### src/rtl/lp_calc_pkg.sv
// rtl/lp_calc_pkg.sv - shared op encodings and FSM state type for the sequential calculator
//
// Purpose: operation codes carried on op_i and the handshake FSM state type,
// imported by lp_calc_arith_seq and lp_calc_div_iter.
package lp_calc_pkg;

  typedef enum logic [1:0] {
    OP_ADD = 2'b00,
    OP_SUB = 2'b01,
    OP_MUL = 2'b10,
    OP_DIV = 2'b11
  } op_e;

  typedef enum logic [1:0] {
    IDLE = 2'd0,
    DIV  = 2'd1,
    DONE = 2'd2
  } state_e;

endpackage

### src/rtl/lp_calc_div_iter.sv
// rtl/lp_calc_div_iter.sv - iterative restoring divider, one quotient bit per cycle
//
// Purpose: unsigned WIDTH-bit restoring division. The start cycle loads the
// operands and performs the first iteration, so the quotient is final after
// WIDTH edges and done_o pulses for one cycle right after that.
// Ports:
//   clk_i, rst_i         clock, asynchronous active-high reset
//   start_i              launch a division (divisor must be non-zero)
//   dividend_i/divisor_i operands, sampled only while start_i is high
//   done_o               one-cycle pulse, quot_o valid from this cycle on
//   quot_o               quotient, held until the next start
module lp_calc_div_iter #(
  parameter int WIDTH = 4
) (
  input  logic             clk_i,
  input  logic             rst_i,
  input  logic             start_i,
  input  logic [WIDTH-1:0] dividend_i,
  input  logic [WIDTH-1:0] divisor_i,
  output logic             done_o,
  output logic [WIDTH-1:0] quot_o
);
  import lp_calc_pkg::*;

  localparam int CW = $clog2(WIDTH + 1);
  localparam logic [CW-1:0] CNT_INIT = CW'(WIDTH - 1);
  localparam logic [CW-1:0] CNT_ONE  = CW'(1);

  logic [WIDTH-1:0] rem_q, rem_d, quot_q, quot_d, dsr_q, dsr_d;
  logic [CW-1:0]    cnt_q, cnt_d;
  logic             done_q, done_d;
  logic [WIDTH-1:0] rem_src, quot_src, dsr_src;
  logic [WIDTH:0]   shifted, diff;
  logic             ge;

  always_comb begin
    // On start the step works straight from the operand inputs.
    rem_src  = start_i ? '0 : rem_q;
    quot_src = start_i ? dividend_i : quot_q;
    dsr_src  = start_i ? divisor_i : dsr_q;
    shifted  = {rem_src, quot_src[WIDTH-1]};
    diff     = shifted - {1'b0, dsr_src};
    // Partial remainder stays below the divisor, so the borrow bit alone
    // tells whether the trial subtraction fits.
    ge       = !diff[WIDTH];

    rem_d  = rem_q;
    quot_d = quot_q;
    dsr_d  = dsr_q;
    cnt_d  = cnt_q;
    done_d = 1'b0;
    if (start_i || (cnt_q != '0)) begin
      rem_d  = ge ? diff[WIDTH-1:0] : shifted[WIDTH-1:0];
      quot_d = {quot_src[WIDTH-2:0], ge};
      dsr_d  = dsr_src;
      cnt_d  = start_i ? CNT_INIT : (cnt_q - CNT_ONE);
      done_d = !start_i && (cnt_q == CNT_ONE);
    end
  end

  always_ff @(posedge clk_i or posedge rst_i) begin
    if (rst_i) begin
      rem_q  <= '0;
      quot_q <= '0;
      dsr_q  <= '0;
      cnt_q  <= '0;
      done_q <= 1'b0;
    end else begin
      rem_q  <= rem_d;
      quot_q <= quot_d;
      dsr_q  <= dsr_d;
      cnt_q  <= cnt_d;
      done_q <= done_d;
    end
  end

  assign done_o = done_q;
  assign quot_o = quot_q;

endmodule

### src/rtl/lp_calc_arith_seq.sv
// rtl/lp_calc_arith_seq.sv - sequential add/sub/mul/div calculator behind valid/ready handshakes
//
// Purpose: add, sub and mul finish in one cycle; div iterates WIDTH cycles in
// lp_calc_div_iter. Divide by zero returns result 0 with dbz_o set, latency 1.
// Optional build macro: LP_CALC_REUSE_EN keeps a tag (a, b, quotient) of the
// last completed division and answers a repeated division in one cycle.
// Ports:
//   clk_i, rst_i            clock, asynchronous active-high reset
//   in_valid_i/in_ready_o   request handshake
//   a_i, b_i, op_i          unsigned operands and op code (00 add, 01 sub, 10 mul, 11 div)
//   out_valid_o/out_ready_i result handshake
//   result_o, dbz_o         2*WIDTH-bit result and divide-by-zero flag
module lp_calc_arith_seq #(
  parameter int WIDTH = 4
) (
  input  logic               clk_i,
  input  logic               rst_i,
  input  logic               in_valid_i,
  output logic               in_ready_o,
  input  logic [WIDTH-1:0]   a_i,
  input  logic [WIDTH-1:0]   b_i,
  input  logic [1:0]         op_i,
  output logic               out_valid_o,
  input  logic               out_ready_i,
  output logic [2*WIDTH-1:0] result_o,
  output logic               dbz_o
);
  import lp_calc_pkg::*;

  state_e             state_q, state_d, launch_state;
  logic [2*WIDTH-1:0] result_q, result_d, launch_result;
  logic               dbz_q, dbz_d, launch_dbz;
  logic [2*WIDTH-1:0] a_ext, b_ext;
  logic               accept, is_div, div_start, div_done, tag_hit;
  logic [WIDTH-1:0]   div_quot, hit_quot;

  assign a_ext = {{WIDTH{1'b0}}, a_i};
  assign b_ext = {{WIDTH{1'b0}}, b_i};

  // Reset forces the FSM to IDLE, so rst_i gates in_ready_o explicitly.
  assign in_ready_o = !rst_i && ((state_q == IDLE) || ((state_q == DONE) && out_ready_i));
  assign accept     = in_valid_i && in_ready_o;
  assign is_div     = (op_e'(op_i) == OP_DIV);
  assign div_start  = accept && is_div && (b_i != '0) && !tag_hit;

`ifdef LP_CALC_REUSE_EN
  logic             tag_valid_q;
  logic [WIDTH-1:0] tag_a_q, tag_b_q, tag_quot_q, req_a_q, req_b_q;

  assign tag_hit  = tag_valid_q && (tag_a_q == a_i) && (tag_b_q == b_i);
  assign hit_quot = tag_quot_q;

  always_ff @(posedge clk_i or posedge rst_i) begin
    if (rst_i) begin
      tag_valid_q <= 1'b0;
      tag_a_q     <= '0;
      tag_b_q     <= '0;
      tag_quot_q  <= '0;
      req_a_q     <= '0;
      req_b_q     <= '0;
    end else begin
      if (div_start) begin
        req_a_q <= a_i;
        req_b_q <= b_i;
      end
      // Only iterated divisions refresh the tag; dbz requests never reach DIV.
      if ((state_q == DIV) && div_done) begin
        tag_valid_q <= 1'b1;
        tag_a_q     <= req_a_q;
        tag_b_q     <= req_b_q;
        tag_quot_q  <= div_quot;
      end
    end
  end
`else
  assign tag_hit  = 1'b0;
  assign hit_quot = '0;
`endif

  lp_calc_div_iter #(.WIDTH(WIDTH)) u_div (
    .clk_i      (clk_i),
    .rst_i      (rst_i),
    .start_i    (div_start),
    .dividend_i (a_i),
    .divisor_i  (b_i),
    .done_o     (div_done),
    .quot_o     (div_quot)
  );

  // Outcome of accepting the request currently on the inputs.
  always_comb begin
    launch_state  = DONE;
    launch_result = '0;
    launch_dbz    = 1'b0;
    case (op_e'(op_i))
      OP_ADD: launch_result = a_ext + b_ext;
      OP_SUB: launch_result = a_ext - b_ext;
      OP_MUL: launch_result = a_ext * b_ext;
      OP_DIV: begin
        if (b_i == '0)   launch_dbz    = 1'b1;
        else if (tag_hit) launch_result = {{WIDTH{1'b0}}, hit_quot};
        else              launch_state  = DIV;
      end
      default: ;
    endcase
  end

  always_comb begin
    state_d  = state_q;
    result_d = result_q;
    dbz_d    = dbz_q;
    case (state_q)
      IDLE: begin
        if (accept) begin
          state_d  = launch_state;
          result_d = launch_result;
          dbz_d    = launch_dbz;
        end
      end
      DIV: begin
        if (div_done) begin
          state_d  = DONE;
          result_d = {{WIDTH{1'b0}}, div_quot};
          dbz_d    = 1'b0;
        end
      end
      DONE: begin
        if (out_ready_i) state_d = IDLE;
        // Accept in DONE implies out_ready_i: retire and relaunch on one edge.
        if (accept) begin
          state_d  = launch_state;
          result_d = launch_result;
          dbz_d    = launch_dbz;
        end
      end
      default: state_d = IDLE;
    endcase
  end

  always_ff @(posedge clk_i or posedge rst_i) begin
    if (rst_i) begin
      state_q  <= IDLE;
      result_q <= '0;
      dbz_q    <= 1'b0;
    end else begin
      state_q  <= state_d;
      result_q <= result_d;
      dbz_q    <= dbz_d;
    end
  end

  assign out_valid_o = (state_q == DONE);
  assign result_o    = result_q;
  assign dbz_o       = dbz_q;

endmodule

### config.mk
export PLATFORM = sky130hd
export DESIGN_NAME = lp_calc_arith_seq
export DESIGN_NICKNAME = d
export VERILOG_FILES = /design/src/rtl/lp_calc_pkg.sv /design/src/rtl/lp_calc_div_iter.sv /design/src/rtl/lp_calc_arith_seq.sv
export SDC_FILE = /design/constraint.sdc
export NUM_CORES = 1
export LEC_CHECK = 0
export ABC_AREA = 1
export BUFFER_PORTS_ARGS = -buffer_cell sky130_fd_sc_hd__buf_2
export CORE_ASPECT_RATIO = 0.6
export CORE_MARGIN = 5
export CORE_UTILIZATION = 52
export CTS_BUF_LIST = sky130_fd_sc_hd__clkbuf_4
export DETAILED_ROUTE_END_ITERATION = 7
export PLACE_DENSITY = 0.76
export SLEW_MARGIN = 10
export SYNTH_ARGS = -nofsm -noshare
export SYNTH_HDL_FRONTEND = slang
export SYNTH_SLANG_ARGS = --single-unit
### constraint.sdc
create_clock -name clk_i -period 2.54 [get_ports clk_i]
set_clock_uncertainty 0.1 [all_clocks]
set_input_delay 0.381 -clock clk_i [delete_from_list [all_inputs] [get_ports clk_i]]
set_output_delay 0.381 -clock clk_i [all_outputs]
set_load 0.02 [all_outputs]
==> results of run 1 <==
[synthesized netlist by cell type (all sizes together), types with 2 or more instances]
master,count
o22ai,3
fa,7
nand2,93
nor3,2
xor2,2
buf,3
nand3b,4
dfrtp,27
ha,27
a21oi,9
nand3,23
a22oi,2
o21ai,25
o221ai,3
nor2,16
nand4,3
inv,56
[metrics by stage]
stage          instance area, µm²  hold slack [ns]  TNS [ns]   util  setup slack (ns)
6_report                     3010          0.00660         0  0.716            0.0554
5_1_grt                      3010           0.0435    -0.193  0.716           -0.0507
4_1_cts                      2850           0.0153         0  0.676            0.0190
3_5_place_dp                 2800            0.358     -2.13  0.665            -0.268
3_3_place_gp                 2800            0.348     -1.81  0.665            -0.226
2_1_floorplan                2340            0.334         0      -           0.00368
[routing by layer]
metal	part of all wire	track usage	wire, µm	vias to the layer above
li1	-	-	-	1133
met5	0	0	0	-
met4	0.0031	0.0259	19	0
met1	0.51	0.321	3080	1023
met3	0.069	0.0385	418	4
met2	0.42	0.317	2530	83
[layout make-up]
class / count / area [µm²] / area share
multi-input combinational: 223 / 1570 / 0.521
tap: 60 / 75.1 / 0.0249
clock buffer: 3 / 22.5 / 0.00747
clock inverter: 1 / 7.51 / 0.00249
inverter: 57 / 216 / 0.0718
sequential: 27 / 676 / 0.224
timing repair buffer: 65 / 445 / 0.148
[critical path, cell delays in order, from the launching register on]
cell	delay, ns
dfrtp_1	0.45
nor2_4	0.13
nand3_4	0.14
o21ai_2	0.18
nand2_1	0.13
ha_4	0.19
fa_2	0.38
nand3b_1	0.17
nand2_2	0.09
buf_6	0.11
nand3_4	0.12
nand3_2	0.11
nand3_2	0.07
nand2_1	0.07
[repair_timing]
| item | 4_1_cts | 5_1_grt |
|---|---|---|
| buffers inserted | 1 | 1 |
| hold endpoints to repair | 0 | 0 |
| pin swaps | 2 | 14 |
| hold buffers | 0 | 0 |
| setup endpoints to repair | 5 | 8 |
| resized for setup | 4 | 41 |
[sequential cells by signal, summed over array words and instances (netlist names)]
name / flops
u_div.done_o: 1
state_q: 2
u_div.quot_o: 4
result_o: 8
dbz_o: 1
u_div.dsr_q: 4
u_div.cnt_q: 3
u_div.rem_q: 4
[report_power, final]
part / switching (mW) / leakage, nW / total [mW] / internal, mW
logic: 1.07 / 1.35 / 1.87 / 0.808
clock network: 0.135 / 0.0139 / 0.195 / 0.0603
registers: 0.107 / 0.334 / 0.732 / 0.625
total: 1.31 / 1.70 / 2.80 / 1.49
[cell families after synthesis]
group | count (synthesis) | synth area share
AOI/OAI and AO/OA | 45 | 0.113
DFF | 27 | 0.289
adders and majority gates | 34 | 0.205
buffers and inverters | 61 | 0.105
and+or+nand+nor | 141 | 0.277
xor gates and xnor gates | 3 | 0.0113
[worst max path at each step]
stage                                             to  slack (ns)                   start
after floorplan              result_o[3]$_DFFE_PP0P_       0.004                  a_i[2]
after global placement       result_o[3]$_DFFE_PP0P_       -0.23                  a_i[2]
after detailed placement     result_o[3]$_DFFE_PP0P_       -0.27                  a_i[2]
after CTS                 u_div.rem_q[0]$_DFFE_PP0P_        0.02  state_q[0]$_DFFE_PP0P_
after global routing      u_div.rem_q[0]$_DFFE_PP0P_       -0.05  state_q[0]$_DFFE_PP0P_
final                     u_div.rem_q[0]$_DFFE_PP0P_        0.06  state_q[0]$_DFFE_PP0P_
==> results.yml, run 1 <==
status:
  outcome: "finished, final reports clean"
synth:
  synthFlopType: "dfrtp_1"
  synth.yosys.seq_area_share: 0.289
  syn_area_per_cell_um2: 7.51
  ys_ff_latch: 27
  syn-num-nets: 359
  synth-async-reset-ratio: 1.00
  ys_types: 36
  synth_edf_count: 0
  yosys.area.top_type: "dfrtp_1"
  synth_top_area_share: 0.289
  ys_warn_count: 0
  syn-cell-area_um2: 2330
  syn_inst: 311
  synth.area.top_cells: "dfrtp_1 29%, ha_1 14%, nand2_1 14%"
critical_path:
  cp-end-kind: "register"
  cp.arrival_ns: 2.67
  reg2regPathDepth: 13
  regToRegEndpoint: "u_div.rem_q[0]$_DFFE_PP0P_"
  r2r-start: "state_q[0]$_DFFE_PP0P_"
  crit_fanout: 5
  start_kind: "register"
  cp.required_ns: 2.73
  reg2reg_slack_ns: 0.06
  crit_type: "reg -> reg"
floorplanning:
  die_x_um: 96.5
  coreArea_um2: 4210
  start_util: 0.554
  rows: 18
  die-area_um2: 5970
  fp.dieH_um: 61.9
  boundaryPins: 25
cts:
  h-tree-depth: 1
  cts_root_buf: "clkbuf_4"
  clk_latency_ns: 0.33
  cts_tree: "done"
  path_clk_slew_ns: 0.16
  numCtsBuffers: 3
  cts_buffer_depth: 2
  clock-sinks: 27
cells_and_area:
  instances_no_fill: 436
  layout_common_cells: "80 x nand2_1, 51 x inv_1, 43 x buf_4"
  fillerInstances: 350
  final_common_cell: "nand2_1"
  area_delta_synth_final_pct: 29.1
  nets: 425
  n_antenna_cell: 0
  drive_above_1_share: 0.303
placed_design:
  routabilityCongestion: 0.926
  hpwl_um: 4790
  place_inst: 430
  io_buffers: 24
run:
  maxCapViolCount: 0
timing:
  min_period_ns: 2.48
  clock.fmax_mhz: 402
  rsz0062_at_grt: "true"
  relSlewSlack: 0.769
  tightest_slew_ns: 0.347
  setup_viol_count_final: 0
  finalCritPeriodShare: 0.978
  drv_slew: 0
  finalHoldViolCount: 0
global_route:
  grt_pass1_vias: 2076
  grt_pass1_wl_um: 9630
  gr-total-overflow: 0
  track_usage: 0.209
  antenna_found_initial: 0
  grt_max_degree: 28
detailed_routing:
  drcViolationCount: 0
  drt_iter0_markers: 239
  finalWirelength_um: 6040
  via_per_inst: 5.14
  wl_per_cell_um: 13.9
  firstDrtPassIters: 5
  ant_nets: 0
  vias: 2243
pwr:
  max-vdd-ir-drop_mv: 0.846
  finalPower_mw: 2.80
  power_density_nw_per_um2: 929
  p_leak_nw: 1.70
worst_hold_path:
  hp-class: "in -> async"
Note: power is estimated with default switching activity, not from simulation.
==> inputs of run 2 (changes only) <==
--- a/config.mk
+++ b/config.mk
@@ -6,13 +6,14 @@
 export NUM_CORES = 1
 export LEC_CHECK = 0
 export ABC_AREA = 1
+export ABC_CLOCK_PERIOD_IN_PS = 2540
 export BUFFER_PORTS_ARGS = -buffer_cell sky130_fd_sc_hd__buf_2
 export CORE_ASPECT_RATIO = 0.6
 export CORE_MARGIN = 5
-export CORE_UTILIZATION = 52
+export CORE_UTILIZATION = 50
 export CTS_BUF_LIST = sky130_fd_sc_hd__clkbuf_4
 export DETAILED_ROUTE_END_ITERATION = 7
-export PLACE_DENSITY = 0.76
+export PLACE_DENSITY = 0.73
 export SLEW_MARGIN = 10
 export SYNTH_ARGS = -nofsm -noshare
 export SYNTH_HDL_FRONTEND = slang
==> results.yml, run 2 (synthesis gave the netlist of run 1 again) <==
timing:
  relSlewSlack: 0.775
  finalCritPeriodShare: 0.961
  tns_ns: 0
  tightest_slew_ns: 0.338
  finalHoldViolCount: 0
  setup_viol_count_final: 0
  min_period_ns: 2.44
  rsz0062_at_grt: "true"
  drv_slew: 0
  timing.hold.ws_ns: 0.281
  clock.fmax_mhz: 410
critical_path:
  cp.required_ns: 2.68
  cp-end-kind: "register"
  start_kind: "input port"
  slowest_stage: "fa_1"
  crit_type: "in -> reg"
  cp.arrival_ns: 2.59
  crit_fanout: 5
  cpPeakStageDelay_ns: 0.55
  cp_cell_sequence: "buf_2 -> nand2_2 -> fa_1 -> inv_1 -> fa_1 -> inv_2 -> fa_2 -> o21ai_1 -> nand3b_1 -> nand2_1 -> nand2_1"
cts:
  cts_buffer_depth: 2
  cts_tree: "done"
  numCtsBuffers: 3
  clk_latency_ns: 0.34
  h-tree-depth: 1
  path_clk_slew_ns: 0.15
  cts_root_buf: "clkbuf_4"
  clock-sinks: 27
floorplanning:
  coreArea_um2: 4540
  fp.dieH_um: 62.9
  start_util: 0.514
  die-area_um2: 6180
  boundaryPins: 25
  rows: 19
  die_x_um: 98.2
pwr:
  power_density_nw_per_um2: 886
  p_leak_nw: 1.65
  max-vdd-ir-drop_mv: 0.823
cells_and_area:
  drive_above_1_share: 0.261
  fillerInstances: 412
  multiInputGateArea_um2: 1490
  n_antenna_cell: 0
  final_common_cell: "nand2_1"
  area_delta_synth_final_pct: 24.9
  nets: 424
  largest_reg_flops: 8
  layout_common_cells: "83 x nand2_1, 54 x inv_1, 39 x buf_4"
  seqCellArea_um2: 676
global_route:
  track_usage: 0.191
  antenna_found_initial: 0
  grt_pass1_vias: 2055
  grt_pass1_wl_um: 9740
  grt_max_degree: 28
  gr-total-overflow: 0
detailed_routing:
  finalWirelength_um: 5800
  drt_iter0_markers: 146
  ant_nets: 0
  firstDrtPassIters: 4
  via_per_inst: 5.01
  drcViolationCount: 0
  wl_per_cell_um: 13.2
  vias: 2196
placed_design:
  routabilityCongestion: 0.934
  hpwl_um: 4710
  io_buffers: 24
status:
  outcome: "finished, final reports clean"
worst_hold_path:
  hp-class: "in -> reg"
run:
  maxCapViolCount: 0
## run 2: cell types whose count changed in the layout (fill, tap and decap cells not counted), moves of 2 or more
cell     change
buf_2        +4
buf_4        -4
buf_6        -2
inv_1        +3
inv_2        -3
nand2_1      +3
nand2_4      -3
nand3_1      +5
nand3_2      -4
## run 2: layout make-up
type / instances / share of cell area
Clock buffer: 3 / 0.00773
Tap cell: 63 / 0.0270
Inverter: 57 / 0.0742
Multi-Input combinational cell: 223 / 0.512
Sequential cell: 27 / 0.232
Clock inverter: 1 / 0.00258
Timing Repair Buffer: 64 / 0.145
## run 2: power by group
group	switching, mW	leakage, nW	internal [mW]
combinational	0.941	1.31	0.717
clock	0.137	0.0139	0.0604
sequential	0.103	0.334	0.625
total	1.18	1.65	1.40
## run 2: stage by stage
step	instance area (µm²)	instances	total power, mW	setup slack [ns]	util
floorplan	2340	311	1.76	0.00368	-
global placement	2770	428	2.20	-0.229	0.609
detailed placement	2770	428	2.25	-0.271	0.609
CTS	2830	435	2.47	0.0171	0.623
global route	2920	438	2.83	-0.0398	0.642
finish	2920	438	2.58	0.0981	0.642
## run 2: final timing paths
kind                            slack (ns)                       start  cells after the start                           to
worst max register to register        0.13      state_q[0]$_DFFE_PP0P_                     14   u_div.rem_q[0]$_DFFE_PP0P_
worst min-delay path                  0.28                     op_i[0]                      3            dbz_o$_DFFE_PP0P_
max in group asynchronous             1.53                       rst_i                      4  u_div.quot_o[1]$_DFFE_PP0P_
worst min register to register        0.40  u_div.dsr_q[0]$_DFFE_PP0P_                      2   u_div.dsr_q[0]$_DFFE_PP0P_
worst max-delay path                   0.1                      b_i[1]                     11      result_o[3]$_DFFE_PP0P_
min in group asynchronous             0.56                       rst_i                      4   u_div.cnt_q[1]$_DFFE_PP0P_
## run 2: layer usage
layer	wire, µm	global-route usage	vias up
met5	0	0	-
met4	32	0.0239	0
met3	430	0.0446	4
met2	2330	0.267	69
met1	3000	0.303	996
li1	-	-	1127
## run 2: timing repair
item	4_1_cts	5_1_grt
setup buffers	2	3
pin swaps	4	5
gates cloned	0	0
resized for setup	4	15
hold buffers	1	0
setup endpoints to repair	5	9
hold endpoints to repair	10	0
## run 2: critical path, delay by kind of cell
kind,cells,cell delay (ns)
buffers and inverters,3,0.23
AOI/OAI and AO/OA,1,0.05
and+or+nand+nor,4,0.33
adders and majority gates,3,1.58
==> inputs of run 3 (changes only) <==
--- a/config.mk
+++ b/config.mk
@@ -6,14 +6,14 @@
 export NUM_CORES = 1
 export LEC_CHECK = 0
 export ABC_AREA = 1
-export ABC_CLOCK_PERIOD_IN_PS = 2540
+export ABC_CLOCK_PERIOD_IN_PS = 2800
 export BUFFER_PORTS_ARGS = -buffer_cell sky130_fd_sc_hd__buf_2
 export CORE_ASPECT_RATIO = 0.6
 export CORE_MARGIN = 5
 export CORE_UTILIZATION = 50
 export CTS_BUF_LIST = sky130_fd_sc_hd__clkbuf_4
 export DETAILED_ROUTE_END_ITERATION = 7
-export PLACE_DENSITY = 0.73
+export PLACE_DENSITY = 0.71
 export SLEW_MARGIN = 10
 export SYNTH_ARGS = -nofsm -noshare
 export SYNTH_HDL_FRONTEND = slang
==> constraint.sdc (replaced) <==
create_clock -name clk_i -period 2.8 [get_ports clk_i]
set_clock_uncertainty 0.1 [all_clocks]
set_input_delay 0.42 -clock clk_i [delete_from_list [all_inputs] [get_ports clk_i]]
set_output_delay 0.42 -clock clk_i [all_outputs]
set_load 0.01 [all_outputs]
==> results.yml, run 3 (synthesis gave the netlist of run 1 again) <==
global_route:
  antenna_found_initial: 0
  grt_pass1_wl_um: 9530
  gr-total-overflow: 0
  grt_pass1_vias: 2006
  track_usage: 0.186
  grt_max_degree: 28
placed_design:
  routabilityCongestion: 0.951
  dp_slack_ns: -0.249
  hpwl_um: 4590
  io_buffers: 24
floorplanning:
  fp.dieH_um: 62.9
  die-area_um2: 6180
  coreArea_um2: 4540
  boundaryPins: 25
  rows: 19
  start_util: 0.514
  die_x_um: 98.2
run:
  maxCapViolCount: 0
critical_path:
  crit_fanout: 2
  reg2reg_slack_ns: 0.22
  cp.arrival_ns: 2.78
  regToRegEndpoint: "u_div.rem_q[0]$_DFFE_PP0P_"
  critical_path.top_delay_family: "adder cells"
  cp.required_ns: 2.96
  cp-end-kind: "register"
  cp_cell_sequence: "buf_2 -> nand2_1 -> fa_1 -> inv_1 -> fa_1 -> inv_1 -> fa_1 -> xor2_1 -> o21ai_0 -> o21ai_0 -> o21ai_0"
  crit_buf_inv: 3
  r2r-start: "state_q[0]$_DFFE_PP0P_"
  start_kind: "input port"
  slowest_stage: "fa_1"
  reg2regPathDepth: 15
  cpPeakStageDelay_ns: 0.57
  crit_type: "in -> reg"
cells_and_area:
  area_delta_synth_final_pct: 19.8
  fillerInstances: 436
  layout_common_cells: "87 x nand2_1, 55 x inv_1, 33 x buf_4"
  n_antenna_cell: 0
  largest_reg_flops: 8
  final_common_cell: "nand2_1"
  nets: 417
  drive_above_1_share: 0.215
detailed_routing:
  drt_iter0_markers: 114
  ant_nets: 0
  firstDrtPassIters: 5
  via_per_inst: 5.03
  finalWirelength_um: 5450
  wl_per_cell_um: 12.6
  drcViolationCount: 0
  vias: 2168
timing:
  rsz0062_at_grt: "false"
  drv_slew: 0
  finalCritPeriodShare: 0.936
  timing.hold.ws_ns: 0.0568
  fin_ws_ns: 0.180
  tns_ns: 0
  clock.fmax_mhz: 382
  finalHoldViolCount: 0
  tightest_slew_ns: 0.347
  relSlewSlack: 0.769
  setup_viol_count_final: 0
  min_period_ns: 2.62
cts:
  h-tree-depth: 1
  cts_tree: "done"
  path_clk_slew_ns: 0.14
  cts_buffer_depth: 2
  clk_latency_ns: 0.32
  cts_root_buf: "clkbuf_4"
  clock-sinks: 27
  cts_hold_buf: 0
  numCtsBuffers: 3
pwr:
  max-vdd-ir-drop_mv: 0.628
  p_leak_nw: 1.61
  finalPower_mw: 2.13
  power_density_nw_per_um2: 761
worst_hold_path:
  hp-class: "in -> async"
status:
  outcome: "finished, final reports clean"
[run 3: cell count changes in the layout (fill, tap and decap cells not counted), sizes merged]
cell	before	now
clkinvlp	1	0
buf	63	57
clkinv	1	2
dlygate4sd3	1	0
[run 3: what timing repair did]
action | 4_1_cts | 5_1_grt
resized for setup | 0 | 7
buffers inserted | 0 | 1
endpoints found under the setup margin | 0 | 6
hold endpoints to repair | 0 | 0
[run 3: power breakdown]
| part | internal (mW) | total (mW) | switching (mW) |
|---|---|---|---|
| Sequential | 0.567 | 0.656 | 0.0895 |
| Clock | 0.0536 | 0.168 | 0.114 |
| Combinational | 0.555 | 1.30 | 0.749 |
| Total | 1.18 | 2.13 | 0.953 |
[run 3: worst max-delay path by stage]
| stage | startpoint | endpoint | cells after the start |
|---|---|---|---|
| 2_1_floorplan | a_i[0] | result_o[6]$_DFFE_PP0P_ | 12 |
| 3_3_place_gp | a_i[0] | result_o[6]$_DFFE_PP0P_ | 13 |
| 3_5_place_dp | b_i[2] | u_div.rem_q[0]$_DFFE_PP0P_ | 17 |
| 4_1_cts | state_q[0]$_DFFE_PP0P_ | u_div.rem_q[0]$_DFFE_PP0P_ | 13 |
| 5_1_grt | a_i[0] | result_o[4]$_DFFE_PP0P_ | 11 |
| 6_report | a_i[0] | result_o[4]$_DFFE_PP0P_ | 11 |
[run 3: worst min-delay path, cell delays in order]
cell and delay [ns]:
buf_2 0.12, inv_1 0.05, buf_4 0.32
[run 3: cell type report]
class                   count  area, µm²  area share
inverters                  57        216      0.0774
clock buffers               3       22.5     0.00805
well taps                  63       78.8      0.0282
flip-flops and latches     27        676       0.242
repair buffers             57        368       0.132
multi-input cells         223       1430       0.511
clock inverters             1       5.00     0.00179
[run 3: stage by stage]
step	util	instance area, µm²	std cells
global route	0.616	2800	431
floorplan	-	2330	311
CTS	0.611	2770	430
detailed placement	0.605	2750	426
finish	0.616	2800	431
global placement	0.605	2750	426
[run 3: layer usage]
layer  vias up  share of wire  track usage
met4         0         0.0046       0.0153
li1       1116              -            -
met1       972           0.55        0.301
met5         -              0            0
met2        76           0.38        0.261
met3         4          0.073       0.0379
